File: config.mk
export PLATFORM = sky130hd
export DESIGN_NAME = pipelined_barrel_shifter
export DESIGN_NICKNAME = d
export VERILOG_FILES = /design/src/rtl/pipelined_barrel_shifter.sv
export SDC_FILE = /design/constraint.sdc
export NUM_CORES = 1
export LEC_CHECK = 0
export ABC_AREA = 1
export CORE_AREA = 2 2 118 120
export DETAILED_ROUTE_END_ITERATION = 16
export DIE_AREA = 0 0 120 122
export PLACE_DENSITY = 0.73
export SLEW_MARGIN = 20
export SYNTH_ARGS = -nofsm -noshare
export SYNTH_HDL_FRONTEND = slang
export SYNTH_SLANG_ARGS = --single-unit
File: constraint.sdc
create_clock -name clk -period 2.4 [get_ports clk]
set_input_delay 0.24 -clock clk [delete_from_list [all_inputs] [get_ports clk]]
set_output_delay 0.24 -clock clk [all_outputs]
set_load 0.05 [all_outputs]
File: src/rtl/pipelined_barrel_shifter.sv
`default_nettype none
`timescale 1ns/1ps
// ============================================================================
// Module      : pipelined_barrel_shifter
// Description : Stallable, pipelined barrel shifter/rotator (SLL, SRL, SRA,
//               ROL, ROR) with valid/ready handshakes on input and output.
//               Shift levels are spread over LAT register groups.
// Revision    : 1.0 - initial release
// ============================================================================
module pipelined_barrel_shifter #(
    parameter int DATA_W = 32,
    parameter int DIST_W = $clog2(DATA_W),
    parameter int LAT    = 2
) (
    input  logic              clk,
    input  logic              rst,
    input  logic              in_valid,
    output logic              in_ready,
    input  logic [2:0]        op,
    input  logic [DIST_W-1:0] dst,
    input  logic [DATA_W-1:0] id,
    output logic              out_valid,
    input  logic              out_ready,
    output logic [DATA_W-1:0] od,
    output logic              out_zero,
    output logic              out_illegal
);

    localparam logic [2:0]        c_OP_SLL = 3'b000;
    localparam logic [2:0]        c_OP_SRL = 3'b001;
    localparam logic [2:0]        c_OP_SRA = 3'b010;
    localparam logic [2:0]        c_OP_ROL = 3'b011;
    localparam logic [2:0]        c_OP_ROR = 3'b100;
    localparam logic [DATA_W-1:0] c_ONES   = {DATA_W{1'b1}};

    // One shift level of weight amt. Illegal ops fall to the default and
    // pass the data through untouched, which is what the output requires.
    function automatic logic [DATA_W-1:0] f_level(
        input logic [DATA_W-1:0] data,
        input logic [2:0]        lop,
        input logic              sign,
        input int                amt
    );
        logic [DATA_W-1:0] fill;
        fill = sign ? ~(c_ONES >> amt) : '0;
        case (lop)
            c_OP_SLL: f_level = data << amt;
            c_OP_SRL: f_level = data >> amt;
            c_OP_SRA: f_level = (data >> amt) | fill;
            c_OP_ROL: f_level = (data << amt) | (data >> (DATA_W - amt));
            c_OP_ROR: f_level = (data >> amt) | (data << (DATA_W - amt));
            default:  f_level = data;
        endcase
    endfunction

    // Per-stage registers
    logic [LAT-1:0]    r_valid;
    logic [LAT-1:0]    r_illegal;
    logic [LAT-1:0]    r_sign;
    logic [DATA_W-1:0] r_data [LAT];
    logic [2:0]        r_op   [LAT];
    logic [DIST_W-1:0] r_dst  [LAT];

    // Per-stage inputs (from the ports for stage 0, else from stage k-1)
    logic [LAT-1:0]    w_src_valid;
    logic [LAT-1:0]    w_src_illegal;
    logic [LAT-1:0]    w_src_sign;
    logic [DATA_W-1:0] w_src_data [LAT];
    logic [2:0]        w_src_op   [LAT];
    logic [DIST_W-1:0] w_src_dst  [LAT];
    logic [DATA_W-1:0] w_next_data [LAT];

    // w_ready[k] is ready into stage k; w_ready[LAT] is the downstream ready
    logic [LAT:0]      w_ready;

    // Ready chain: a stage can take a beat when empty or when it empties too
    always_comb begin
        w_ready[LAT] = out_ready;
        for (int k = LAT - 1; k >= 0; k--) begin
            w_ready[k] = !r_valid[k] || w_ready[k+1];
        end
    end

    // Stage sources and the shift levels that belong to each register group
    always_comb begin
        w_src_valid[0]   = in_valid;
        w_src_illegal[0] = (op > c_OP_ROR);
        w_src_sign[0]    = id[DATA_W-1];
        w_src_data[0]    = id;
        w_src_op[0]      = op;
        w_src_dst[0]     = dst;
        for (int k = 1; k < LAT; k++) begin
            w_src_valid[k]   = r_valid[k-1];
            w_src_illegal[k] = r_illegal[k-1];
            w_src_sign[k]    = r_sign[k-1];
            w_src_data[k]    = r_data[k-1];
            w_src_op[k]      = r_op[k-1];
            w_src_dst[k]     = r_dst[k-1];
        end
        for (int k = 0; k < LAT; k++) begin
            w_next_data[k] = w_src_data[k];
            for (int j = 0; j < DIST_W; j++) begin
                if (((j * LAT) / DIST_W) == k && w_src_dst[k][j]) begin
                    w_next_data[k] = f_level(w_next_data[k], w_src_op[k],
                                             w_src_sign[k], 1 << j);
                end
            end
        end
    end

    // Stage registers: load when ready, otherwise hold; reset flushes all
    always_ff @(posedge clk or posedge rst) begin
        if (rst) begin
            r_valid   <= '0;
            r_illegal <= '0;
            r_sign    <= '0;
            for (int k = 0; k < LAT; k++) begin
                r_data[k] <= '0;
                r_op[k]   <= '0;
                r_dst[k]  <= '0;
            end
        end else begin
            for (int k = 0; k < LAT; k++) begin
                if (w_ready[k]) begin
                    r_valid[k] <= w_src_valid[k];
                    if (w_src_valid[k]) begin
                        r_data[k]    <= w_next_data[k];
                        r_illegal[k] <= w_src_illegal[k];
                        r_sign[k]    <= w_src_sign[k];
                        r_op[k]      <= w_src_op[k];
                        r_dst[k]     <= w_src_dst[k];
                    end
                end
            end
        end
    end

    assign in_ready    = w_ready[0];
    assign out_valid   = r_valid[LAT-1];
    assign od          = r_data[LAT-1];
    assign out_zero    = r_valid[LAT-1] && (r_data[LAT-1] == '0);
    assign out_illegal = r_valid[LAT-1] && r_illegal[LAT-1];

    // Control fields of the last stage have no consumer past the outputs
    logic w_unused;
    assign w_unused = ^{r_op[LAT-1], r_dst[LAT-1], r_sign[LAT-1]};

endmodule
`default_nettype wire

Word level (Yosys, flattened, before mapping)

Cells that the tools add are included.

Mux-type cells: 15
Shift-type cells: 0
Multipliers: 0
Add/sub/neg operators: 0
Div/mod/pow operators: 0
Equality and inequality tests: 8
Bitwise operators: 14
Reduce and logical (&&, ||, !) cells: 12
Magnitude comparators: 1

Operators with widths:

| operator                                                        | number |
|---|---|
| 32-bit case mux with 5 select lines                             | 4 |
| 32-bit 2-to-1 mux                                               | 10 |
| 32-bit case mux with 4 select lines                             | 1 |
| 16-bit by 32-bit bitwise OR with 32-bit output                  | 2 |
| 24-bit by 32-bit bitwise OR with 32-bit output                  | 2 |
| 28-bit by 32-bit bitwise OR with 32-bit output                  | 2 |
| 30-bit by 32-bit bitwise OR with 32-bit output                  | 2 |
| 31-bit by 32-bit bitwise OR with 32-bit output                  | 2 |
| 32-bit logical NOT                                              | 1 |
| 32-bit by 1-bit bitwise OR with 32-bit output                   | 1 |
| 32-bit by 2-bit bitwise OR with 32-bit output                   | 1 |
| 32-bit by 4-bit bitwise OR with 32-bit output                   | 1 |
| 32-bit by 8-bit bitwise OR with 32-bit output                   | 1 |
| 3-bit by 2-bit == test with 1-bit output, second input constant | 4 |
| 3-bit by 1-bit == test with 1-bit output, second input constant | 2 |
| 3-bit == test, second input constant                            | 2 |
| 3-bit logical NOT                                               | 2 |
| 2-bit AND reduction                                             | 2 |
| 3-bit greater-than comparator, second input constant            | 1 |
| 1-bit logical AND                                               | 2 |
| 1-bit logical NOT                                               | 2 |
| 1-bit logical OR                                                | 2 |
| 2-bit OR reduction                                              | 1 |

Memory bits (writable): 0
Output and inout bits: 36
Bits in latches: 0
Bits in registers: 77
Memories kept: 0
Bits of input ports: 44
ROM bits: 0

Depth between registers and ports, before layout

Gate-level depths: netlist of the first run.

Word-level depth: 10
Mapped depth: 15
Mapped depth without buffers: 15

Least setup slack after synthesis of the first run

Ideal clock, no wire load.

Kind: reg-to-output
Start: reg r_valid[1]
End: out out_zero
Buffers on the path: 0
Stages on the path, launching flop included: 5
Arrival time: 2.504 ns
Slack: -0.344 ns
Path through: dfrtp_1 -> nand3_1 -> nor4_1 -> nand4_1 -> nor4_1

Word-level cells in the longest chain between the ends: 1

RTL lines:

| what                              | RTL line | RTL |
|---|---|---|
| from (decl)                       | 57       | `logic [LAT-1:0] r_valid;` |
| from (signal, indexed assignment) | 125      | `r_valid[k] <= w_src_valid[k];` |
| 1-bit logical AND                 | 141      | `assign out_zero = r_valid[LAT-1] && (r_data[LAT-1] == '0);` |
| to (decl)                         | 25       | `output logic out_zero,` |

Every way passes these cells.

Worst setup path after layout of the first run

Start: reg r_data, in the netlist od[11]
End: out out_zero

Word-level cells in the longest chain between the ends: 2

RTL lines:

| what                              | RTL line | RTL |
|---|---|---|
| from (decl)                       | 60       | `logic [DATA_W-1:0] r_data [LAT];` |
| from (signal, indexed assignment) | 127      | `r_data[k] <= w_next_data[k];` |
| 32-bit logical NOT                | 141      |  |
| 1-bit logical AND                 | 141      |  |

Every way passes these cells.

==> results.cfg, run 1 <==
[run_status]
status = finished, final reports clean

[layout]
area_growth_pct = 17.4
drive_above_1_share = 0.0677
fin_nets = 1177
fillerInstances = 1371
antennaDiodeCount = 0

[grt]
grtUsageMet2 = 0.488
grt_usage = 0.297
antenna_found_initial = 0
grt_overflow = 0
grt_first_pass_wirelength_mm = 34.8
grt_max_degree = 75
grt_pass1_vias = 6774
met3_usage = 0.0412
met1_usage = 0.404
grt_busiest_layer = met2

[synth]
synth_area_per_cell_um2 = 6.06
yosysUniqueCellTypes = 33
synth_edf_count = 0
ys_seq_area_frac = 0.276
yosys_most_used_dff = dfrtp_1
synth_area_leaders = dfrtp_1 (28%), nand2_1 (23%), nand3_1 (17%)
synth_common_cells = nand2_1 (420), nand3_1 (226), dfrtp_1 (74)
synth_warnings = 0
synth-seq-cells = 74
yosysMostFrequentCell = nand2_1
async_flop_share = 1.00
syn-cell-area_mm2 = 0.00672
synth_top_area_frac = 0.276
synth_top_cell_by_area = dfrtp_1
netlist_instances = 1109
syn_nets = 1153

[timing]
hold_viol = 0
final_max_slew_viol_count = 0
max_freq_ghz = 0.467
whs_ps = 295
slew_headroom = 0.661
skew_ps = 7.62
finalSetupTns_ps = 0
fin_crit_sh = 0.891
setup_viol = 0
worstMarginPinSlew_ps = 507
rsz0062_at_grt = false
min_period_ps = 2140

[place]
hpwl_mm = 15.9
place_congestion = 0.915
port_buffers = 79

[worst_setup_path]
cp-end-kind = primary output
crit_family = simple AND/OR/NAND/NOR gates
critPathSlowestCell = dfrtp_1
start_kind = flop
crit_chain = nor2_1, nand3_1, nor4_1, nand4_1, nor4_2, buf_12
cpPeakStageDelay_ps = 420
worstSetupPathType = reg2out
path_max_fanout = 3
worstPathRequired_ps = 2160
arrival_ps = 1900
crit_buf_inv = 1

[clocking]
numCtsBuffers = 9
cts-root-buf = clkbuf_16
cts_tree = built
cts-htree-levels = 3
ctsHoldBuffers = 0
cts.sinks = 74
clockBufferDepth = 2
post_cts_buffers = 0
cts_resized = 0
cts.clk_slew.worst_paths_ps = 60
clock_latency_ps = 350

[worst_hold_path]
min_path_type = in2async

[floorplan]
dieArea_mm2 = 0.0146
ios = 80
placeableCoreArea_mm2 = 0.0135
num_rows = 43
start_util = 0.497
die_w_um = 120
die_h_um = 122

[route]
wl_mm = 21.0
drt-initial-drc-count = 667
drcViolationCount = 0
dr.pass1.iters = 5
vias = 7430
routed_via_density = 5.64
routedWlPerCell_um = 15.9
final_antenna_net_count = 0

[job]
maxCapViolCount = 0

[pwr]
powerDensity_mw_per_mm2 = 887
max-vdd-ir-drop_mv = 0.372
leakage_uw = 0.00383
placed cells by master (no fill, tap or decap), types with 8 or more instances in the layout:
cell and instances:
a21oi_1 67, buf_12 13, buf_4 16, o21ai_1 8, nor2_1 15, o21ai_0 28
or2_1 31, o221ai_1 22, inv_1 68, nand2_1 419, nand3_1 226, clkbuf_16 9
nand3_2 10, clkdlybuf4s50_1 78, dfrtp_1 74
power by group:
part	switching [µW]	total, µW	internal, µW	leakage [µW]
Sequential	289	1910	1620	0.000908
Combinational	2440	3610	1170	0.00277
Clock	559	1480	919	0.000153
worst reg2reg max path, delay by kind of cell, from the launching register on:
kind / cells / cell delay, ps
compound gates: 4 / 700
xor+xnor: 1 / 200
buf+inv: 1 / 250
flops: 1 / 410
simple gates: 2 / 440
per-layer routing:
metal  routed length [µm]  part of all wire  vias up
met4                  599             0.029        0
li1                     -                 -     3706
met3                 1270             0.061       39
met1                 9260              0.44     3379
met2                 9840              0.47      306
met5                    0                 0        -
cells by family after synthesis:
kind of cell / share of synthesized area
AND/OR/NAND/NOR: 0.478
buffers and inverters: 0.124
flip-flops: 0.276
AO/OA/AOI/OAI: 0.121
XOR/XNOR: 0.00130
flip-flops by register name, summed over array words and instances, names as in the netlist:
| register | cells |
|---|---|
| r_sign | 1 |
| r_valid | 2 |
| r_data | 32 |
| r_illegal | 2 |
| r_dst | 2 |
| od | 32 |
| r_op | 3 |
per-stage QoR:
step                      setup slack [ps]  instance area [µm²]   util  power [µW]  cells
after floorplan                        227                 6720      -        4690   1109
after global placement                88.6                 7560  0.560        5480   1302
after detailed placement              70.0                 7560  0.560        5510   1302
after CTS                              259                 7890  0.584        7000   1318
after global routing                   145                 7890  0.584        7450   1318
final                                  261                 7890  0.584        7000   1318
cell type report:
| type | instances | area (µm²) | area share |
|---|---|---|---|
| clock buffers | 9 | 225 | 0.0286 |
| flip-flops and latches | 74 | 1850 | 0.235 |
| inverters | 75 | 282 | 0.0357 |
| clock inverters | 7 | 101 | 0.0128 |
| repair buffers | 107 | 1160 | 0.147 |
| multi-input cells | 866 | 4040 | 0.512 |
| well taps | 180 | 225 | 0.0286 |
path summary, 6_finish.rpt:
| check | startpoint | endpoint | slack, ps | depth (start not counted) |
|---|---|---|---|---|
| setup / recovery | od[11] | out_zero | 260 | 6 |
| hold / removal | rst | r_illegal[0] | 300 | 3 |
| setup reg to reg | r_op[3] | od[10] | 330 | 8 |
| hold reg to reg | r_data[44] | r_data[44] | 480 | 2 |
| max in group asynchronous | rst | r_data[46] | 1800 | 3 |
| min in group clk | dst[3] | r_dst[8] | 450 | 3 |
No activity file was read; power rests on OpenSTA's default activity.
==> run 2: changes to the inputs <==
--- a/config.mk
+++ b/config.mk
@@ -9,7 +9,8 @@
 export CORE_AREA = 2 2 118 120
 export DETAILED_ROUTE_END_ITERATION = 16
 export DIE_AREA = 0 0 120 122
-export PLACE_DENSITY = 0.73
+export DONT_BUFFER_PORTS = 1
+export PLACE_DENSITY = 0.65
 export SLEW_MARGIN = 20
 export SYNTH_ARGS = -nofsm -noshare
 export SYNTH_HDL_FRONTEND = slang
==> run 2 against run 1 <==
Clock power decreased by 14%. Flip-flop and latch count unchanged. Die area unchanged. Sequential power up 35%. Count of clock-buffer cells in the layout increased by 5. Final area down 12%. Total power fell by 11%. Register-to-register slack gained 190 ps. First-iteration DRC count is 0.60% higher. Core utilization down 6.8 points. Clock skew shrank 4.0 ps. Combinational power down 34%. Critical endpoint unchanged. Largest power group is now sequential cells. Highest routed layer unchanged.
==> results.cfg, run 2 (same netlist as run 1, synthesis figures left out) <==
[route]
routedWlPerCell_um = 15.9
vias = 6988
drcViolationCount = 0
wl_mm = 19.8
routed_via_density = 5.63
final_antenna_net_count = 0
dr.pass1.iters = 6
drt-initial-drc-count = 671

[clocking]
cts.sinks = 74
clockBufferDepth = 2
numCtsBuffers = 9
cts-htree-levels = 3
clock_latency_ps = 330
cts.clk_slew.worst_paths_ps = 50
post_cts_buffers = 0
cts-root-buf = clkbuf_16
cts_tree = built

[layout]
layout_commonest_cell = nand2_1
layout.cells.non_filler = 1241
layout_common_cells = nand2_1 (419), nand3_1 (226), dfrtp_1 (74)
antennaDiodeCount = 0
final_util = 0.516
area_growth_pct = 3.69
fin_nets = 1101
drive_above_1_share = 0.0716

[timing]
final_max_slew_viol_count = 0
slew_headroom = 0.643
worstMarginPinSlew_ps = 535
hold_viol = 0
max_freq_ghz = 0.453
fin_crit_sh = 0.920
setup_viol = 0
layout_setup_ws_ps = 193
finalSetupTns_ps = 0
skew_ps = 3.59
rsz0062_at_grt = false
min_period_ps = 2210

[place]
place_congestion = 0.916
hpwl_mm = 15.0
pre_cts_ws_ps = 415
port_buffers = 0
dp.cells = 1225

[worst_setup_path]
crit_buf_inv = 1
path_max_fanout = 3
arrival_ps = 1970
r2r_setup_slack_ps = 520
worstPathRequired_ps = 2160
crit_chain = or4_1, nor4_2, buf_4
critPathSlowestCell = or4_1
cpPeakStageDelay_ps = 610
cp-end-kind = primary output
start_kind = flop
r2r-start = r_op[4]
reg2reg_depth = 10
worstSetupPathType = reg2out
crit_family = simple AND/OR/NAND/NOR gates
r2r_end = od[4]

[pwr]
pwr-share-comb = 0.383
power_uw = 6240
power.internal_uw = 3160
swShare = 0.494
powerDensity_mw_per_mm2 = 896
seq_power_share = 0.413
power.net_switching_uw = 3090
max-vdd-ir-drop_mv = 0.330
clock_power_share = 0.204
leakage_uw = 0.00348

[grt]
grt_pass1_vias = 6471
grt_usage = 0.280
grt_overflow = 0
grt_first_pass_wirelength_mm = 32.9
grt_max_degree = 53
antenna_found_initial = 0

[floorplan]
ios = 80
dieArea_mm2 = 0.0146
num_rows = 43
start_util = 0.497
die_h_um = 122
die_w_um = 120
placeableCoreArea_mm2 = 0.0135

[run_status]
status = finished, final reports clean

[worst_hold_path]
hold_depth = 2
whs_endpoint = r_dst[9]
min_from = dst[4]
min_path_type = in2reg

[job]
maxCapViolCount = 0
run 2: cell count changes in the layout (fill, tap and decap cells not counted), sizes merged:
cell	previous run	this run
clkinvlp	2	1
buf	29	30
dlygate4sd3	0	1
bufinv	2	0
clkdlybuf4s50	78	0
inv	76	74
clkbuf	9	14
clkinv	2	1
run 2: cell type report:
| class | count | area, µm² |
|---|---|---|
| Fill cell | 1459 | 6540 |
| Multi-Input combinational cell | 866 | 4040 |
| Sequential cell | 74 | 1850 |
| Clock buffer | 14 | 284 |
| Inverter | 75 | 282 |
| Timing Repair Buffer | 31 | 273 |
| Tap cell | 180 | 225 |
| Clock inverter | 1 | 7.51 |
run 2: stage by stage:
step	instance area, µm²	hold WS (ps)
2_1_floorplan	6720	350
3_3_place_gp	6660	253
3_5_place_dp	6660	254
4_1_cts	6960	7.25
5_1_grt	6960	31.1
6_report	6960	14.4
run 2: how the worst max path moves through the flow:
| stage | start | end | slack, ps | depth (start not counted) |
|---|---|---|---|---|
| floorplan | r_valid[1] | r_data[44] | 230 | 6 |
| global placement | op[2] | r_data[58] | 430 | 11 |
| detailed placement | op[2] | r_data[58] | 420 | 11 |
| CTS | od[11] | out_zero | 160 | 6 |
| global route | od[11] | out_zero | 100 | 6 |
| finish | od[20] | out_zero | 190 | 3 |
run 2: metal layers:
metal  routed length [µm]  GRT usage  vias up  part of all wire
met5                    0          0        -                 0
li1                     -          -     3550                 -
met3                 1140     0.0426       26             0.058
met2                 9110      0.444      278              0.46
met1                 9060      0.393     3134              0.46
met4                  460     0.0890        0             0.023
run 2: timing repair:
item | CTS | global route
hold endpoints to repair | 74 | 0
resized for setup | 0 | 0
hold buffers | 1 | 0
run 2: power by group through the flow:
stage                     logic (µW)  registers, µW  clock network (µW)
after floorplan                 2850           1830                   0
after global placement          2360           2590                   0
after detailed placement        2360           2600                   0
after CTS                       2370           2580                1300
after global routing            2690           2630                1340
final                           2390           2580                1270
==> run 3: changes to the inputs <==
--- a/config.mk
+++ b/config.mk
@@ -11,6 +11,7 @@
 export DIE_AREA = 0 0 120 122
 export DONT_BUFFER_PORTS = 1
 export PLACE_DENSITY = 0.65
+export SKIP_CTS_REPAIR_TIMING = 1
 export SLEW_MARGIN = 20
 export SYNTH_ARGS = -nofsm -noshare
 export SYNTH_HDL_FRONTEND = slang
==> results of run 3 <==
The final DEF is identical to that of run 2; final timing and power are the same.
Among the figures that moved: met1 usage 0.393 -> 0.392; met3 usage 0.0426 -> 0.0431
